`src/rtl/memory_responder.sv`:
```
// memory_responder: single-port word memory answering core fetch/load/store requests after WAIT_CYCLES wait states.
module memory_responder #(
  parameter int ADDR_BITS   = 8,
  parameter int DATA_BITS   = 8,
  parameter int WAIT_CYCLES = 1
) (
  input  logic                 clk,
  input  logic                 reset_n,
  input  logic                 req_valid,
  input  logic                 req_write,
  input  logic [ADDR_BITS-1:0] req_addr,
  input  logic [DATA_BITS-1:0] req_wdata,
  output logic                 req_ready,
  output logic                 resp_valid,
  output logic [DATA_BITS-1:0] resp_rdata,
  input  logic                 init_we,
  input  logic [ADDR_BITS-1:0] init_addr,
  input  logic [DATA_BITS-1:0] init_data
);
  typedef enum logic [1:0] {IDLE, WAIT, RESPOND} state_t;
  localparam logic [3:0] WAIT_LOAD = (WAIT_CYCLES > 0) ? 4'(WAIT_CYCLES - 1) : 4'd0;
  state_t state, next_state;
  logic [3:0] cnt;
  logic lat_write, accept, cur_write;
  logic [ADDR_BITS-1:0] lat_addr, cur_addr;
  logic [DATA_BITS-1:0] lat_wdata, cur_wdata;
  logic [DATA_BITS-1:0] mem [2**ADDR_BITS];
  assign req_ready  = reset_n && state == IDLE && !init_we;
  assign accept     = req_valid && req_ready;
  assign resp_valid = state == RESPOND;
  // with zero wait states the response data is captured on the accept edge itself
  assign cur_write = accept ? req_write : lat_write;
  assign cur_addr  = accept ? req_addr  : lat_addr;
  assign cur_wdata = accept ? req_wdata : lat_wdata;
  always_ff @(posedge clk or negedge reset_n)
    if (!reset_n) state <= IDLE;
    else state <= next_state;
  always_comb begin
    next_state = state;
    if (state == IDLE && accept) next_state = (WAIT_CYCLES > 0) ? WAIT : RESPOND;
    else if (state == WAIT && cnt == 4'd0) next_state = RESPOND;
    else if (state == RESPOND) next_state = IDLE;
  end
  always_ff @(posedge clk or negedge reset_n)
    if (!reset_n) begin
      cnt        <= '0;
      lat_write  <= 1'b0;
      lat_addr   <= '0;
      lat_wdata  <= '0;
      resp_rdata <= '0;
    end else begin
      if (accept) begin
        lat_write <= req_write;
        lat_addr  <= req_addr;
        lat_wdata <= req_wdata;
        cnt       <= WAIT_LOAD;
      end else if (state == WAIT && cnt != 4'd0) cnt <= cnt - 4'd1;
      if (next_state == RESPOND && state != RESPOND) resp_rdata <= cur_write ? cur_wdata : mem[cur_addr];
    end
  // storage is never reset; a reset forces IDLE so an aborted store never lands
  always_ff @(posedge clk)
    if (state == IDLE && init_we) mem[init_addr] <= init_data;
    else if (state == RESPOND && lat_write) mem[lat_addr] <= lat_wdata;
endmodule

```
`config.mk`:
```
export PLATFORM = sky130hd
export DESIGN_NAME = memory_responder
export DESIGN_NICKNAME = d
export VERILOG_FILES = /design/src/rtl/memory_responder.sv
export SDC_FILE = /design/constraint.sdc
export NUM_CORES = 2
export LEC_CHECK = 0
export ABC_AREA = 1
export CAP_MARGIN = 20
export CORE_ASPECT_RATIO = 1.4
export CORE_UTILIZATION = 60
export CTS_BUF_LIST = sky130_fd_sc_hd__clkbuf_8
export CTS_CLUSTER_SIZE = 30
export DETAILED_ROUTE_END_ITERATION = 7
export PLACE_DENSITY_LB_ADDON = 0.3
export SETUP_SLACK_MARGIN = 0.02
export SYNTH_ARGS = -nofsm -noshare
export SYNTH_HDL_FRONTEND = slang
export SYNTH_SLANG_ARGS = --single-unit
```
`constraint.sdc`:
```
create_clock -name clk -period 31.5 [get_ports clk]
set_input_delay 7.875 -clock clk [delete_from_list [all_inputs] [get_ports clk]]
set_output_delay 7.875 -clock clk [all_outputs]
set_load 0.01 [all_outputs]
```
==> results.cfg <==
[power_and_ir_drop]
p_sw_share_pct = 39.57
switching_power_mw = 3.306
seqPwrFrac_pct = 40.1
internal_power_mw = 5.049
ir_drop_v = 0.0001425
p_comb_share_pct = 35.9
clkPwrFrac_pct = 24.0
p_leak_nw = 39.00
p_per_area_nw_per_um2 = 86.47

[synth]
ys_seq_area_share_pct = 69.44
syn_avg_cell_area_um2 = 10.55
yosysWarnings = 0
yosys-top-cells-area = edfxtp_1, nand2_1, nand3_1
syn_area_um2 = 89680
yosysTopAreaCell = edfxtp_1
synth_ff_type = edfxtp_1
synth_fp_nets = 8536
yosys.cell_types.count = 33
async_reset_ff_share_pct = 1.491
synth_top_area_share_pct = 68.57
synthCells = 8498
yosys_register_bits = 2079
synth_edf_count = 2048

[timing]
fmaxAchievable_ghz = 0.05855
rsz0062_at_grt = no
hold_viol = 0
worst_slew_margin_rel_pct = 17.62
setup_viol = 0
period_needed_ns = 17.08
worstMarginPinSlew_ns = 1.236
tns_ns = 0
skew_ns = 0.07218
finalCritPeriodShare_pct = 54.22
slew_violations = 0

[final_layout]
nFillCells = 10710
final_cell_mix = nand2_1, edfxtp_1, nand3_1
final_common_cell = nand2_1
nNetsFinal = 8489
area_growth_pct = 7.749
drive_gt1_share_pct = 5.680
final_cells = 10610

[floorplan]
die_h_um = 459.4
start_util_pct = 60.54
design.portCount = 47
fp.dieW_um = 328.8
core-area_um2 = 148100
core.rowCount = 167
die_area_um2 = 151000

[clock_tree]
post-cts-setup-buffers = 0
clkTransAtPathRegs_ns = 0.07
h-tree-depth = 5
cts_resized = 0
cts_buffers = 308
clk_latency_ns = 1.04
clk_path_buf_depth = 4
cts_hold_repair.buffers = 0
cts-root-buf = clkbuf_8
cts_tree = done
clock-sinks = 2079

[routing]
routed_wl_um = 228800
vias = 61030
routedWlPerCell_um = 21.57
drtIter0Drc = 6977
ant_nets = 0
vias_per_cell = 5.753
drtPass1Iterations = 6
drc = 0

[critical_path]
reg2regPathDepth = 20
r2r-end = resp_rdata[2]
critPathLaunchType = primary input
worstSetupEndpointType = output pin
critical_path_required_ns = 23.63
crit_path_end = req_ready
worstPathMaxFanout = 3
reg2reg_setup_slack_ns = 23.83
timing.rr.start = state[0]
crit_type = in2out
crit_arrival_ns = 9.20
worstSetupStartpoint = init_we

[global_routing]
grt_overflow = 0
grt_max_degree = 228
grt_usage_pct = 30.44
grt_pass1_vias = 59460
antenna_found_initial = 5
grt_pass1_wl_um = 344400

[job]
maxCapViolations = 0

[placed_design]
io_buffers = 46
gp_congestion = 0.8706
dpl.cell_count = 10080
dp_hpwl_um = 127900

[hold_path]
hold_class = reg2reg

[run_status]
status = completed
-- critical path: stages --
cell	delay [ns]
clkdlybuf4s50_1	0.45
nor4_1	0.29
clkdlybuf4s50_1	0.58
-- layout make-up --
class / count / area (um^2) / area share (%)
diodes: 4 / 10.01 / 0.01036
clock buffers: 317 / 4363 / 4.515
clock inverters: 204 / 1092 / 1.130
inverters: 1232 / 4634 / 4.796
multi-input cells: 4705 / 20610 / 21.33
flip-flops and latches: 2079 / 62270 / 64.45
well taps: 1943 / 2431 / 2.516
repair buffers: 125 / 1219 / 1.261
-- sequential cells by signal, summed over array words and instances, names as in the netlist --
signal,flops
mem,2048
lat_addr,8
lat_wdata,8
resp_rdata,8
cnt,4
state,2
lat_write,1
-- metrics by stage --
stage	hold WS [ns]	power [mW]	utilization [%]	worst slack [ns]	cell area [um^2]
4_1_cts	0.4726	8.305	65.22	14.40	96610
3_5_place_dp	0.4625	6.332	61.53	14.42	91160
6_report	0.4747	8.355	65.23	14.42	96630
2_1_floorplan	0.4338	5.518	-	15.30	89680
5_1_grt	0.5055	8.682	65.22	14.36	96630
3_3_place_gp	0.4585	6.275	61.50	14.37	91110
-- per-layer routing --
layer  track usage, %  routed length (um)  vias up
met5                0                   0        -
met1            37.36               80190    28960
met3            5.210               21570      740
met2            49.92              111800     3343
li1                 -                   -    27990
met4            19.61               15280        0
-- cell usage after synthesis (2+ instances only) --
library cell / n
o21ai_2: 3
clkbuf_1: 68
inv_2: 2
nor2_1: 286
buf_6: 16
buf_4: 8
a21oi_1: 4
nor4_1: 2
or2_2: 11
edfxtp_1: 2048
clkinv_1: 2
o21ai_0: 25
nand2_2: 4
nand2_1: 2644
o21ai_1: 5
buf_2: 351
o211ai_1: 168
buf_1: 39
nand3_1: 1541
inv_1: 1228
dfrtp_1: 31
-- kinds of logic (layout without fill, tap and decap cells) --
group	Yosys count	count (layout)	share of synthesized area, %
and+or+nand+nor	4495	4495	21.05
buffers and inverters	1714	1878	7.831
AOI/OAI and AO/OA	208	208	1.659
DFF	2079	2079	69.44
other	0	4	0
adders and majority gates	1	1	0.01395
xor gates and xnor gates	1	1	0.009768
-- how the worst min path moves through the flow --
stage / from / to / slack [ns] / cells after the start
after global placement: cnt[3] / cnt[3] / 0.46 / 1
after detailed placement: cnt[3] / cnt[3] / 0.46 / 1
after floorplan: cnt[3] / cnt[3] / 0.43 / 1
final: cnt[3] / cnt[3] / 0.47 / 1
after global routing: cnt[3] / cnt[3] / 0.51 / 1
after CTS: cnt[3] / cnt[3] / 0.47 / 1
-- power groups by stage --
stage,sequential (mW),combinational (mW),clock (mW)
floorplan,3.59,1.92,0
global placement,3.40,2.87,0
detailed placement,3.40,2.93,0
CTS,3.35,2.94,2.02
global route,3.35,3.20,2.13
finish,3.35,3.00,2.01
Note: power is estimated with default switching activity, not from simulation.
